===== config.mk =====
export PLATFORM = sky130hd
export DESIGN_NAME = pipelined_alu_stream
export DESIGN_NICKNAME = d
export VERILOG_FILES = /design/src/rtl/pipelined_alu_stream.sv
export SDC_FILE = /design/constraint.sdc
export NUM_CORES = 1
export LEC_CHECK = 0
export ABC_AREA = 1
export CORE_UTILIZATION = 47
export CTS_BUF_LIST = sky130_fd_sc_hd__clkbuf_16
export DETAILED_ROUTE_END_ITERATION = 16
export GPL_TIMING_DRIVEN = 0
export PLACE_DENSITY = 0.68
export SETUP_SLACK_MARGIN = 0.3
export SYNTH_ARGS = -nofsm -noshare
export SYNTH_HDL_FRONTEND = slang
export SYNTH_SLANG_ARGS = --single-unit

===== constraint.sdc =====
create_clock -name clk -period 3 [get_ports clk]
set_input_delay 0.6 -clock clk [delete_from_list [all_inputs] [get_ports clk]]
set_output_delay 0.6 -clock clk [all_outputs]
set_load 0.01 [all_outputs]

===== src/rtl/pipelined_alu_stream.sv =====
// Streaming ALU: registered arithmetic/logic/compare/shift ops with per-beat flags and a saturating invalid-op counter.
// Latency: STAGES cycles from acceptance to out_valid; the op is computed in the first stage, later stages only delay it.
// Backpressure: every stage shifts together only when the output slot is empty or being taken; in_ready = advance && !rst.
// Optional: define ALU_SAT_EN to enable the unsigned saturating add/subtract opcodes (1100/1101).
module pipelined_alu_stream #(
  parameter int WIDTH  = 16,
  parameter int STAGES = 2,
  parameter int CNT_W  = 8
) (
  input  logic             clk,
  input  logic             rst,
  input  logic             in_valid,
  output logic             in_ready,
  input  logic [WIDTH-1:0] a,
  input  logic [WIDTH-1:0] b,
  input  logic [3:0]       op,
  output logic             out_valid,
  input  logic             out_ready,
  output logic [WIDTH-1:0] result,
  output logic             overflow,
  output logic             underflow,
  output logic             invalid_op,
  output logic             is_equal,
  output logic             is_less,
  output logic [CNT_W-1:0] err_count
);

  localparam int SH_W = $clog2(WIDTH);

  localparam logic [3:0] OP_ADD  = 4'b0000;
  localparam logic [3:0] OP_SUB  = 4'b0001;
  localparam logic [3:0] OP_AND  = 4'b0010;
  localparam logic [3:0] OP_OR   = 4'b0011;
  localparam logic [3:0] OP_XOR  = 4'b0100;
  localparam logic [3:0] OP_NOT  = 4'b0101;
  localparam logic [3:0] OP_SHL  = 4'b0110;
  localparam logic [3:0] OP_SHR  = 4'b0111;
  localparam logic [3:0] OP_EQ   = 4'b1000;
  localparam logic [3:0] OP_LTU  = 4'b1001;
  localparam logic [3:0] OP_LTS  = 4'b1010;
  localparam logic [3:0] OP_ASR  = 4'b1011;
  localparam logic [3:0] OP_SADD = 4'b1100;
  localparam logic [3:0] OP_SSUB = 4'b1101;

  // One beat's worth of output payload, carried through every stage.
  typedef struct packed {
    logic [WIDTH-1:0] result;
    logic             overflow;
    logic             underflow;
    logic             invalid_op;
    logic             is_equal;
    logic             is_less;
  } res_t;

  res_t              calc;
  res_t              stg_dat [STAGES];
  logic [STAGES-1:0] stg_vld;
  logic              advance;

  logic [WIDTH:0]    sum;
  logic [WIDTH-1:0]  diff;
  logic              a_lt_b;
  logic              a_lts_b;
  logic [SH_W-1:0]   shamt;

  assign sum     = {1'b0, a} + {1'b0, b};
  assign diff    = a - b;
  assign a_lt_b  = a < b;
  assign a_lts_b = $signed(a) < $signed(b);
  assign shamt   = b[SH_W-1:0];

  assign out_valid = stg_vld[STAGES-1];
  assign advance   = !out_valid || out_ready;
  assign in_ready  = advance && !rst;

  // Stage-1 datapath: decode op and compute result plus flags; undefined flags stay 0.
  always_comb begin
    calc = '0;
    case (op)
      OP_ADD: begin
        calc.result   = sum[WIDTH-1:0];
        calc.overflow = sum[WIDTH];
      end
      OP_SUB: begin
        calc.result    = diff;
        calc.underflow = a_lt_b;
      end
      OP_AND: calc.result = a & b;
      OP_OR:  calc.result = a | b;
      OP_XOR: calc.result = a ^ b;
      OP_NOT: calc.result = ~a;
      OP_SHL: calc.result = a << shamt;
      OP_SHR: calc.result = a >> shamt;
      OP_ASR: calc.result = $signed(a) >>> shamt;
      OP_EQ:  calc.is_equal = (a == b);
      OP_LTU: calc.is_less  = a_lt_b;
      OP_LTS: calc.is_less  = a_lts_b;
`ifdef ALU_SAT_EN
      OP_SADD: begin
        calc.result   = sum[WIDTH] ? {WIDTH{1'b1}} : sum[WIDTH-1:0];
        calc.overflow = sum[WIDTH];
      end
      OP_SSUB: begin
        calc.result    = a_lt_b ? '0 : diff;
        calc.underflow = a_lt_b;
      end
`else
      OP_SADD, OP_SSUB: calc.invalid_op = 1'b1;
`endif
      default: calc.invalid_op = 1'b1;
    endcase
  end

  // Lock-step pipeline shift; bubbles enter as all-zero payload so idle slots carry no stale flags.
  always_ff @(posedge clk) begin
    if (rst) begin
      stg_vld <= '0;
      for (int i = 0; i < STAGES; i++) stg_dat[i] <= '0;
    end else if (advance) begin
      stg_vld[0] <= in_valid;
      stg_dat[0] <= in_valid ? calc : '0;
      for (int i = 1; i < STAGES; i++) begin
        stg_vld[i] <= stg_vld[i-1];
        stg_dat[i] <= stg_dat[i-1];
      end
    end
  end

  // Count retired invalid beats, sticking at all-ones instead of wrapping.
  always_ff @(posedge clk) begin
    if (rst) begin
      err_count <= '0;
    end else if (out_valid && out_ready && stg_dat[STAGES-1].invalid_op && (err_count != {CNT_W{1'b1}})) begin
      err_count <= err_count + CNT_W'(1);
    end
  end

  assign result     = stg_dat[STAGES-1].result;
  assign overflow   = stg_dat[STAGES-1].overflow;
  assign underflow  = stg_dat[STAGES-1].underflow;
  assign invalid_op = stg_dat[STAGES-1].invalid_op;
  assign is_equal   = stg_dat[STAGES-1].is_equal;
  assign is_less    = stg_dat[STAGES-1].is_less;

endmodule


==> impl_results.rst, run 1 <==
.. list-table::
   :header-rows: 1

   * - Metric
     - Value
   * - Result of the run
     - complete, no violations
   * - CTS Buf Count
     - 5
   * - Adder-Cell Fraction of Synth Area
     - about a tenth
   * - Post-Synth XOR/XNOR Area
     - 0.5462%
   * - Horizontal extent of the die
     - about 120 um
   * - Number of violations reported at the end of detailed-routing iteration 0
     - between 900 and 1,000
   * - Final instance area
     - 0.007741 mm2
   * - Critical path arrival
     - roughly 2.7 ns
   * - Time the worst path needs with I/O delays and setup
     - ~2.7 ns
   * - Reg2reg end
     - err_count[5]
   * - Number of levels in the clock H-tree
     - 2
   * - Fraction of final layout cells sized beyond drive strength 1
     - 10.47%
   * - Leakage power summed over all cells
     - between 3 and 4 nW
   * - Combinational share of power
     - between 40% and 50%
   * - Synthesized area
     - between 0.006 and 0.007 mm2
   * - Synth warnings
     - 0
   * - Number of global-route vias before repair
     - ~6,400
   * - Clk sink count
     - 52
   * - Most used standard cell by instance count after synthesis
     - sky130_fd_sc_hd__nand2_1
   * - Placer's final routability congestion estimate
     - 1.013
   * - Total of flip-flops plus latches after synthesis
     - between 50 and 60
   * - Endpoint type of the worst setup path
     - flip-flop
   * - Total length of routed wires
     - ~22,000 um
   * - Internal power
     - ~1.4 mW
   * - Relative contribution of sequential cells to total power
     - a little over a third
   * - Library cell with the largest summed area after synthesis
     - sky130_fd_sc_hd__edfxtp_1
   * - Number of different library cells in the post-synthesis netlist
     - 33
   * - Die ar.
     - ~0.014 mm2
   * - Net count after synthesis
     - between 1,000 and 1,500
   * - Latest clock arrival within the worst-skew pair
     - 0.28 ns
   * - Fraction of the yosys area taken by sequential cells
     - a little under a quarter
   * - Clock tree root driver cell
     - sky130_fd_sc_hd__clkbuf_16
   * - Number of buffers inserted for hold repair after clock tree synthesis
     - 0
   * - Switching Power
     - 0.8303 mW
   * - Avg Cell Area, Syn
     - approximately 6.0 um2
   * - Final count of hold timing violations
     - 0
   * - Normalized max-slew margin
     - 36.43%
   * - Most frequent cells after synthesis
     - sky130_fd_sc_hd__nand2_1, sky130_fd_sc_hd__inv_1, sky130_fd_sc_hd__nand3_1
   * - Share of the synthesized area in the top cell type
     - between 10% and 20%
   * - Max IR drop VDD
     - roughly 0.22 mV
   * - Placed inst area
     - 0.007337 mm2
   * - Core region area
     - about 0.013 mm2
   * - Switching share of power
     - between 30% and 40%
   * - Clock buffer depth
     - 2
   * - Routed wirelength normalized by instance count
     - 16.29 um
   * - Unrepaired setup endpoints after global routing
     - true
   * - Clock share of power
     - between 20% and 30%
   * - Number of rows in the core area
     - 42
   * - Cells after synthesis
     - around 1,100
   * - Worst-case reg-to-reg path depth
     - 9
   * - IO Port Bufs
     - 70
   * - Startpoint Class
     - input port
   * - Power per standard cell area
     - between 200 and 300 mW/mm2
   * - Last element of the critical path
     - stg_dat[0][18]
   * - Overall Global Routing Usage
     - between 30% and 40%
   * - Avg Vias per Cell
     - ~5.5
   * - Pin count of the biggest net entering global routing
     - 45
   * - Fraction of the mapped netlist area in compound gates
     - approximately 11%
   * - Final max-slew violation count
     - 0
   * - Antenna diode count
     - 0
   * - Utilization of the core after routing
     - approximately 58%
   * - Startpoint of the most critical setup path
     - b[13]
   * - Slew at the pin closest to its max-slew limit
     - between 0.9 and 1 ns
   * - Crit Path Max Fanout
     - 9
   * - Synth Flop Type
     - sky130_fd_sc_hd__edfxtp_1
   * - Routed via count
     - 7,336
   * - Die extent in y
     - between 100 and 150 um
   * - Proportion of synthesized area in mux cells
     - 0%
   * - Launching point of the worst reg2reg path
     - err_count[0]
   * - Fmax
     - about 370 MHz
   * - Detailed Routing Iterations Pass 1
     - 6
   * - Type of the worst setup path
     - in2reg
   * - Half-perimeter wire length of the detailed placement result
     - 17,440 um
   * - Final number of setup-violating endpoints
     - 0
   * - Register-to-Register Setup Slack
     - ~1.1 ns
   * - Hold Path Class
     - reg2reg
   * - Async set or reset register ratio after synthesis
     - 0%
   * - Layout area overhead
     - 20.70%
   * - Antenna viol nets, final
     - 0
   * - CTS tree
     - yes
   * - Max-cap violations
     - 0
   * - Top post-synthesis cells by area
     - sky130_fd_sc_hd__edfxtp_1, sky130_fd_sc_hd__nand2_1, sky130_fd_sc_hd__nand3_1
   * - CTS clk-pin slew, worst paths
     - approximately 0.060 ns
   * - Dominant combinational cell family by area after synthesis
     - simple AND/OR/NAND/NOR gates
   * - Simple-gate share of the synthesized area
     - a little over two fifths
   * - GRT overflow
     - 0
   * - Final clock skew
     - 0.004872 ns
   * - Initial core utilization
     - between 40% and 50%
   * - Net total in the final layout
     - between 1,000 and 1,500
   * - Drc violations
     - 0
   * - Period Utilization, post-route
     - roughly nine tenths
   * - Number of top-level pins
     - between 70 and 80
   * - Count of flip-flops with a built-in enable after synthesis
     - 42
   * - Number of filler instances in the final layout
     - ~1,400
   * - Antenna violations before repair
     - 0
   * - Required time at the endpoint of the critical path
     - roughly 3.0 ns
   * - Wire length of the first global-routing pass
     - roughly 34,000 um
==> metal layers <==
layer | part of all wire [%] | global-route usage (%) | up-vias
met5 | 0 | 0 | -
met3 | 9.8 | 4.215 | 59
met4 | 3.5 | 9.573 | 0
met1 | 42 | 42.27 | 3252
met2 | 45 | 50.04 | 403
li1 | - | - | 3622
==> area by class of cell <==
| class | instances | area, um2 | area share [%] |
|---|---|---|---|
| sequential | 52 | 1461 | 18.88 |
| clock buffer | 5 | 125.1 | 1.616 |
| buffer | 53 | 365.4 | 4.720 |
| inverter | 152 | 575.6 | 7.435 |
| timing repair buffer | 73 | 699.4 | 9.035 |
| tap | 176 | 220.2 | 2.845 |
| multi-input combinational | 818 | 4283 | 55.33 |
| clock inverter | 3 | 11.26 | 0.1455 |
==> cells in the final DEF (no fill, tap or decap), types with 3 or more instances in the layout <==
cell,instances
sky130_fd_sc_hd__a21oi_1,47
sky130_fd_sc_hd__nand2_1,308
sky130_fd_sc_hd__buf_6,3
sky130_fd_sc_hd__buf_4,27
sky130_fd_sc_hd__nand3_2,5
sky130_fd_sc_hd__nor2_2,11
sky130_fd_sc_hd__xor2_1,4
sky130_fd_sc_hd__clkdlybuf4s50_1,50
sky130_fd_sc_hd__o211ai_1,10
sky130_fd_sc_hd__dlygate4sd2_1,12
sky130_fd_sc_hd__edfxtp_1,42
sky130_fd_sc_hd__o21bai_1,3
sky130_fd_sc_hd__nand2_2,13
sky130_fd_sc_hd__and2_1,10
sky130_fd_sc_hd__clkbuf_4,6
sky130_fd_sc_hd__nand3_1,138
sky130_fd_sc_hd__nor4_1,4
sky130_fd_sc_hd__clkbuf_1,9
sky130_fd_sc_hd__o21ai_0,42
sky130_fd_sc_hd__o21ai_1,8
sky130_fd_sc_hd__inv_2,10
sky130_fd_sc_hd__nor3_1,8
sky130_fd_sc_hd__clkbuf_16,5
sky130_fd_sc_hd__ha_1,46
sky130_fd_sc_hd__clkdlybuf4s15_1,3
sky130_fd_sc_hd__ha_4,3
sky130_fd_sc_hd__nor2_1,114
sky130_fd_sc_hd__o22ai_1,4
sky130_fd_sc_hd__nand4_1,14
sky130_fd_sc_hd__buf_2,10
sky130_fd_sc_hd__dfxtp_1,10
sky130_fd_sc_hd__inv_1,141
sky130_fd_sc_hd__a21oi_2,6
sky130_fd_sc_hd__nor2_4,5
==> worst min path at each step <==
stage	from	end	slack, ns	cells after the start
6_report	stg_vld[0]	stg_vld[0]	0.48	2
5_1_grt	stg_vld[0]	stg_vld[0]	0.51	2
4_1_cts	err_count[4]	err_count[4]	0.49	2
3_5_place_dp	err_count[4]	err_count[4]	0.48	2
3_3_place_gp	stg_vld[0]	stg_vld[0]	0.46	2
2_1_floorplan	stg_vld[0]	stg_vld[1]	0.44	2
==> power by group through the flow <==
stage               clock, mW  sequential [mW]  combinational [mW]
finish                  0.514            0.820               0.934
global route            0.550            0.824                1.02
global placement            0            0.835               0.854
floorplan                   0            0.836               0.551
detailed placement          0            0.836               0.854
CTS                     0.524            0.821               0.873
==> per-stage QoR <==
stage	hold slack, ns	setup WS [ns]	std cells	total power [mW]	TNS (ns)
2_1_floorplan	0.4413	0.5185	1075	1.388	0
3_3_place_gp	0.4580	-0.8867	1321	1.689	-13.08
3_5_place_dp	0.4830	-0.8658	1321	1.689	-12.86
4_1_cts	0.4917	0.3090	1331	2.218	0
5_1_grt	0.5139	0.2631	1332	2.396	0
6_report	0.4821	0.3084	1332	2.269	0
==> sequential cells by signal, indices dropped and copies added (netlist names) <==
name and flops:
err_count 8, stg_dat 42, stg_vld 2
==> what timing repair did <==
item                       in CTS  in global routing
setup endpoints to repair      19                 15
gates resized for setup        60                 64
buffers inserted                2                  1
pin swaps                       6                  8
==> cells by family after synthesis <==
logic type	Yosys count
buf+inv	205
fa+ha+maj	52
simple gates	634
flops	52
compound gates	128
xor+xnor	4
==> critical path: stages <==
cell,delay [ns]
sky130_fd_sc_hd__clkdlybuf4s50_1,0.50
sky130_fd_sc_hd__inv_1,0.07
sky130_fd_sc_hd__ha_1,0.26
sky130_fd_sc_hd__buf_2,0.17
sky130_fd_sc_hd__inv_1,0.19
sky130_fd_sc_hd__o21ai_0,0.14
sky130_fd_sc_hd__nor2_1,0.23
sky130_fd_sc_hd__nand2_1,0.08
sky130_fd_sc_hd__nor2_1,0.21
sky130_fd_sc_hd__nand3_1,0.13
sky130_fd_sc_hd__nand2_1,0.09
sky130_fd_sc_hd__inv_1,0.04
Note: power is estimated with default switching activity, not from simulation.
==> inputs of run 2 (changes only) <==
- CORE_UTILIZATION: 47 -> 55
- PLACE_DENSITY: 0.68 -> 0.78
==> run 2 against run 1 <==
- non-clock buffer count is 5 higher
- largest cell class unchanged
- sequential share of layout area hardly changed
- highest routed layer unchanged
- critical endpoint unchanged
- sequential cell count stayed put
==> impl_results.rst, run 2 (synthesis results as in run 1) <==
.. list-table::
   :header-rows: 1

   * - Metric
     - Value
   * - Result of the run
     - complete, no violations
   * - Number of buffer and inverter stages on the critical path
     - 4
   * - Cell type group with the largest total delay on the critical path
     - simple AND/OR/NAND/NOR gates
   * - Cell with the largest stage delay on the worst path
     - sky130_fd_sc_hd__clkdlybuf4s50_1
   * - Clock tree root driver cell
     - sky130_fd_sc_hd__clkbuf_16
   * - Number of levels in the clock H-tree
     - 2
   * - Post-route total power
     - roughly 2.3 mW
   * - Final number of setup-violating endpoints
     - 0
   * - Crit Path Max Fanout
     - 10
   * - CTS Buf Count
     - 5
   * - Highest cell delay on the worst timing path
     - around 0.56 ns
   * - Max-cap violations
     - 0
   * - CTS tree
     - yes
   * - Hold Path Class
     - reg2reg
   * - Normalized max-slew margin
     - 36.26%
   * - Type of the worst setup path
     - in2reg
   * - Number of top-level pins
     - 71
   * - Largest register by flop count
     - stg_dat
   * - Period Utilization, post-route
     - around nine tenths
   * - Core region area
     - 0.01137 mm2
   * - Horizontal extent of the die
     - about 110 um
   * - Final WS setup
     - 0.3470 ns
   * - CP dominant cell by count
     - sky130_fd_sc_hd__nand2_1
   * - Startpoint Class
     - input port
   * - Time the worst path needs with I/O delays and setup
     - between 2 and 3 ns
   * - Die extent in y
     - about 110 um
   * - Die ar.
     - ~0.012 mm2
   * - Power per standard cell area
     - 298.0 mW/mm2
   * - Routed via count
     - around 7,500
   * - Half-perimeter wire length of the detailed placement result
     - 17,500 um
   * - Cell breakdown of the critical path
     - clkdlybuf4s50_1, inv_1, nand2_1, nor2_2, buf_4, nand2_1, o211ai_1, nor2_1, nand2_1, nor2_1, nand3_1, nand2_1, inv_1
   * - Final cell count without fillers
     - around 1,300
   * - Antenna violations before repair
     - 1
   * - Avg Vias per Cell
     - 5.755
   * - CTS clk-pin slew, worst paths
     - around 0.060 ns
   * - Final max-slew violation count
     - 0
   * - Most frequent cells in the layout
     - sky130_fd_sc_hd__nand2_1, sky130_fd_sc_hd__inv_1, sky130_fd_sc_hd__nand3_1
   * - Endpoint type of the worst setup path
     - flip-flop
   * - Number of rows in the core area
     - 39
   * - Placer's final routability congestion estimate
     - ~1.0
   * - Most common cell after layout, fill and taps aside
     - sky130_fd_sc_hd__nand2_1
   * - IO Port Bufs
     - 70
   * - Leakage power summed over all cells
     - ~3.9 nW
   * - Number of filler instances in the final layout
     - 1,046
   * - Overall Global Routing Usage
     - a little under two fifths
   * - Unrepaired setup endpoints after global routing
     - true
   * - Net total in the final layout
     - 1,252
   * - Fmax
     - 376.9 MHz
   * - Top flop regs
     - stg_dat: 42 flops, err_count: 8 flops, stg_vld: 2 flops
   * - Number of cells in the design after placement
     - 1,288
   * - Utilization of the core after routing
     - 67.95%
   * - Wire length of the first global-routing pass
     - 34,100 um
   * - Slew at the pin closest to its max-slew limit
     - 0.9527 ns
   * - Antenna diode count
     - 0
   * - Flip-flop count of the largest register, all copies and words added
     - 42
   * - Detailed Routing Iterations Pass 1
     - 6
   * - Final count of hold timing violations
     - 0
   * - Fraction of final layout cells sized beyond drive strength 1
     - about a tenth
   * - Clock buffer depth
     - 2
   * - Initial core utilization
     - between 50 and 60%
   * - GRT overflow
     - 0
   * - Latest clock arrival within the worst-skew pair
     - between 0.2 and 0.3 ns
   * - Critical path arrival
     - 2.70 ns
   * - Antenna viol nets, final
     - 0
   * - Layout area overhead
     - 20.46%
   * - Required time at the endpoint of the critical path
     - 3.05 ns
   * - Max IR drop VDD
     - approximately 0.52 mV
   * - Clk sink count
     - 52
   * - Total length of routed wires
     - 22,630 um
   * - Pin count of the biggest net entering global routing
     - 45
   * - Worst setup timing slack at the placement stage
     - -0.8976 ns
   * - Final clock skew
     - roughly 0.0058 ns
   * - Number of global-route vias before repair
     - ~6,500
   * - Routed wirelength normalized by instance count
     - roughly 17 um
   * - Drc violations
     - 0
   * - Number of violations reported at the end of detailed-routing iteration 0
     - about 840
## run 2: final timing paths
| path | startpoint | to | slack [ns] | cells after the start |
|---|---|---|---|---|
| worst max-delay path | op[0] | stg_dat[0][18] | 0.35 | 13 |
| worst min-delay path | stg_vld[0] | stg_vld[1] | 0.51 | 2 |
| worst max register to register | err_count[0] | err_count[5] | 1.06 | 9 |
| worst min register to register | stg_vld[0] | stg_vld[1] | 0.51 | 2 |
## run 2: routing by layer
metal	vias to the layer above	share of wire, %	global-route usage [%]
li1	3622	-	-
met1	3389	43	49.40
met3	71	8.9	6.761
met2	422	43	60.36
met5	-	0	0
met4	0	5.2	18.95
## run 2: worst register-to-register path, cell delays in order, from the launching register on
cell and delay (ns):
sky130_fd_sc_hd__dfxtp_1 0.35, sky130_fd_sc_hd__ha_1 0.26, sky130_fd_sc_hd__nand3_1 0.10, sky130_fd_sc_hd__nor4_1 0.05, sky130_fd_sc_hd__nor2_1 0.40, sky130_fd_sc_hd__inv_1 0.17, sky130_fd_sc_hd__nor2_1 0.27, sky130_fd_sc_hd__nand3_1 0.12
sky130_fd_sc_hd__nand2_1 0.07, sky130_fd_sc_hd__a21oi_1 0.04
## run 2: what timing repair did
item,4_1_cts,5_1_grt
resized for setup,54,54
pin swaps,4,9
endpoints found under the setup margin,19,18
hold buffers,0,0
buffers inserted,5,3
## run 2: through the flow
stage,hold slack [ns],TNS (ns),area [um2]
after floorplan,0.4413,0,6414
after global placement,0.4578,-13.04,7293
after detailed placement,0.4815,-13.23,7296
after CTS,0.5022,0,7552
after global routing,0.5440,0,7726
final,0.5055,0,7726
## run 2: layout make-up
class / count / area [um2] / share of cell area [%]
Inverter: 152 / 573.1 / 7.417
Sequential cell: 52 / 1461 / 18.91
Timing Repair Buffer: 78 / 747.0 / 9.668
Tap cell: 143 / 178.9 / 2.316
Clock buffer: 5 / 125.1 / 1.619
Buffer: 53 / 361.6 / 4.680
Clock inverter: 3 / 11.26 / 0.1457
Multi-Input combinational cell: 818 / 4268 / 55.24
## run 2: power by group
part	total (mW)	internal (mW)	leakage (nW)	switching (mW)
Sequential	0.823	0.812	0.586	0.0109
Combinational	0.942	0.332	3.21	0.610
Clock	0.538	0.300	0.0738	0.237
==> inputs of run 3 (changes only) <==
- CAP_MARGIN: not set -> 40
==> run 3 against run 2 <==
- clock skew about the same
- cell area up 0.37%
- final cell count unchanged
- sequential cell count unchanged
- combinational power about the same
- power up 4.2%
- register-to-register slack worse by 0.08 ns
- sequential power about the same
- critical path type unchanged
- critical endpoint unchanged
- largest cell class unchanged
==> impl_results.rst, run 3 (synthesis results as in run 1) <==
.. list-table::
   :header-rows: 1

   * - Metric
     - Value
   * - Total area of sequential cells
     - about 0.0015 mm2
   * - Max IR drop VDD
     - between 0.5 and 0.6 mV
   * - Period Utilization, post-route
     - roughly nine tenths
   * - Avg Vias per Cell
     - between 5 and 6
   * - Worst setup timing slack at the placement stage
     - -0.8949 ns
   * - Hold Path Class
     - reg2reg
   * - Die extent in y
     - 110.0 um
   * - Most used routing layer
     - met2
   * - Routed wirelength normalized by instance count
     - between 15 and 20 um
   * - Overall Global Routing Usage
     - roughly 38%
   * - Number of top-level pins
     - 71
   * - Max-cap violations
     - 0
   * - Initial core utilization
     - between 50 and 60%
   * - Drc violations
     - 0
   * - Register-to-Register Setup Slack
     - slightly below 1 ns
   * - Final max-slew violation count
     - 0
   * - Smallest hold slack
     - about 0.48 ns
   * - Final WS setup
     - 0.2762 ns
   * - CTS tree
     - yes
   * - Total length of routed wires
     - 22,800 um
   * - Slew at the pin closest to its max-slew limit
     - around 0.66 ns
   * - Multi-input gate area
     - about 0.0043 mm2
   * - Antenna diode count
     - 0
   * - Required time at the endpoint of the critical path
     - 3.05 ns
   * - Core region area
     - approximately 0.011 mm2
   * - Number of levels in the clock H-tree
     - 2
   * - Unrepaired setup endpoints after global routing
     - true
   * - Critical path arrival
     - 2.77 ns
   * - Time the worst path needs with I/O delays and setup
     - around 2.7 ns
   * - Fraction of final layout cells sized beyond drive strength 1
     - approximately a tenth
   * - Type of the worst setup path
     - in2reg
   * - Detailed Routing Iterations Pass 1
     - 5
   * - Fmax
     - between 300 and 400 MHz
   * - Met3 Resource Use GR
     - 6.761%
   * - CTS Buf Count
     - 5
   * - Final clock skew
     - between 0.005 and 0.006 ns
   * - Most frequent cells in the layout
     - sky130_fd_sc_hd__nand2_1, sky130_fd_sc_hd__inv_1, sky130_fd_sc_hd__nand3_1
   * - Clock buffer depth
     - 2
   * - Die ar.
     - roughly 0.012 mm2
   * - Number of filler instances in the final layout
     - around 1,100
   * - Number of rows in the core area
     - 39
   * - Flip-flop count of the largest register, all copies and words added
     - 42
   * - Crit Path Max Fanout
     - 10
   * - Latest clock arrival within the worst-skew pair
     - 0.29 ns
   * - Routed via count
     - 7,479
   * - Met1 usage
     - 49.93%
   * - IO Port Bufs
     - 70
   * - Placer's final routability congestion estimate
     - 1.001
   * - Antenna viol nets, final
     - 0
   * - Clk sink count
     - 52
   * - Leakage power summed over all cells
     - roughly 3.9 nW
   * - Post-route total power
     - about 2.4 mW
   * - Normalized max-slew margin
     - a little under three fifths
   * - Number of global-route vias before repair
     - 6,625
   * - Number of violations reported at the end of detailed-routing iteration 0
     - ~850
   * - Antenna violations before repair
     - 0
   * - Half-perimeter wire length of the detailed placement result
     - between 15,000 and 20,000 um
   * - Endpoint type of the worst setup path
     - flip-flop
   * - Grt met2 use
     - between 50% and 60%
   * - Power per standard cell area
     - 309.3 mW/mm2
   * - Pin count of the biggest net entering global routing
     - 37
   * - GRT overflow
     - 0
   * - Net total in the final layout
     - about 1,300
   * - Horizontal extent of the die
     - between 100 and 150 um
   * - Layout area overhead
     - 20.91%
   * - Largest register by flop count
     - stg_dat
   * - Clock tree root driver cell
     - sky130_fd_sc_hd__clkbuf_16
   * - Wire length of the first global-routing pass
     - about 34,000 um
   * - Final count of hold timing violations
     - 0
   * - Number of buffers inserted for hold repair after clock tree synthesis
     - 0
   * - CTS clk-pin slew, worst paths
     - approximately 0.06 ns
   * - Most common cell after layout, fill and taps aside
     - sky130_fd_sc_hd__nand2_1
   * - Top flop regs
     - stg_dat: 42 flops, err_count: 8 flops, stg_vld: 2 flops
   * - Startpoint Class
     - input port
   * - Result of the run
     - complete, no violations
   * - Final number of setup-violating endpoints
     - 0
==> run 3: power by group <==
group / total (mW) / internal [mW] / switching (mW)
Clock: 0.638 / 0.393 / 0.245
Sequential: 0.821 / 0.811 / 0.0101
Combinational: 0.940 / 0.329 / 0.611
Total: 2.40 / 1.53 / 0.866
==> run 3: per-stage QoR <==
step,utilization (%),cell area (um2),setup TNS [ns],std cells
after floorplan,-,6414,0,1075
after global placement,64.15,7293,-13.04,1288
after detailed placement,64.41,7323,-13.06,1290
after CTS,66.58,7570,0,1302
after global routing,68.21,7755,0,1304
final,68.21,7755,0,1304
==> run 3: cell type report <==
type / instances / area share (%)
Clock buffer: 5 / 1.613
Timing Repair Buffer: 78 / 9.793
Inverter: 152 / 7.422
Multi-Input combinational cell: 818 / 54.95
Tap cell: 143 / 2.307
Sequential cell: 52 / 18.84
Buffer: 53 / 4.518
Clock inverter: 3 / 0.5486
==> run 3: per-layer routing <==
metal	share of wire [%]	wire length, um
met1	41	9428
met2	43	9840
met5	0	0
met4	5.5	1264
met3	9.9	2265
==> run 3: timing repair <==
action	CTS	global route
buffers inserted	4	2
endpoints found under the setup margin	19	17
pin swaps	5	8
resized for setup	50	51
==> run 3: final timing paths <==
| kind | start | end | cells past startpoint |
|---|---|---|---|
| max | op[1] | stg_dat[0][18] | 12 |
| min reg2reg | stg_vld[0] | stg_vld[0] | 2 |
| min | stg_vld[0] | stg_vld[0] | 2 |
| max reg2reg | err_count[0] | err_count[5] | 9 |
==> run 3: critical path, stage by stage <==
cell	delay, ns
sky130_fd_sc_hd__clkdlybuf4s50_1	0.49
sky130_fd_sc_hd__nand2_1	0.19
sky130_fd_sc_hd__inv_1	0.09
sky130_fd_sc_hd__nand2_1	0.27
sky130_fd_sc_hd__buf_4	0.29
sky130_fd_sc_hd__o211ai_1	0.12
sky130_fd_sc_hd__nor2_1	0.19
sky130_fd_sc_hd__nand2_1	0.08
sky130_fd_sc_hd__nor2_1	0.20
sky130_fd_sc_hd__nand3_1	0.11
sky130_fd_sc_hd__nand2_1	0.09
sky130_fd_sc_hd__inv_1	0.04
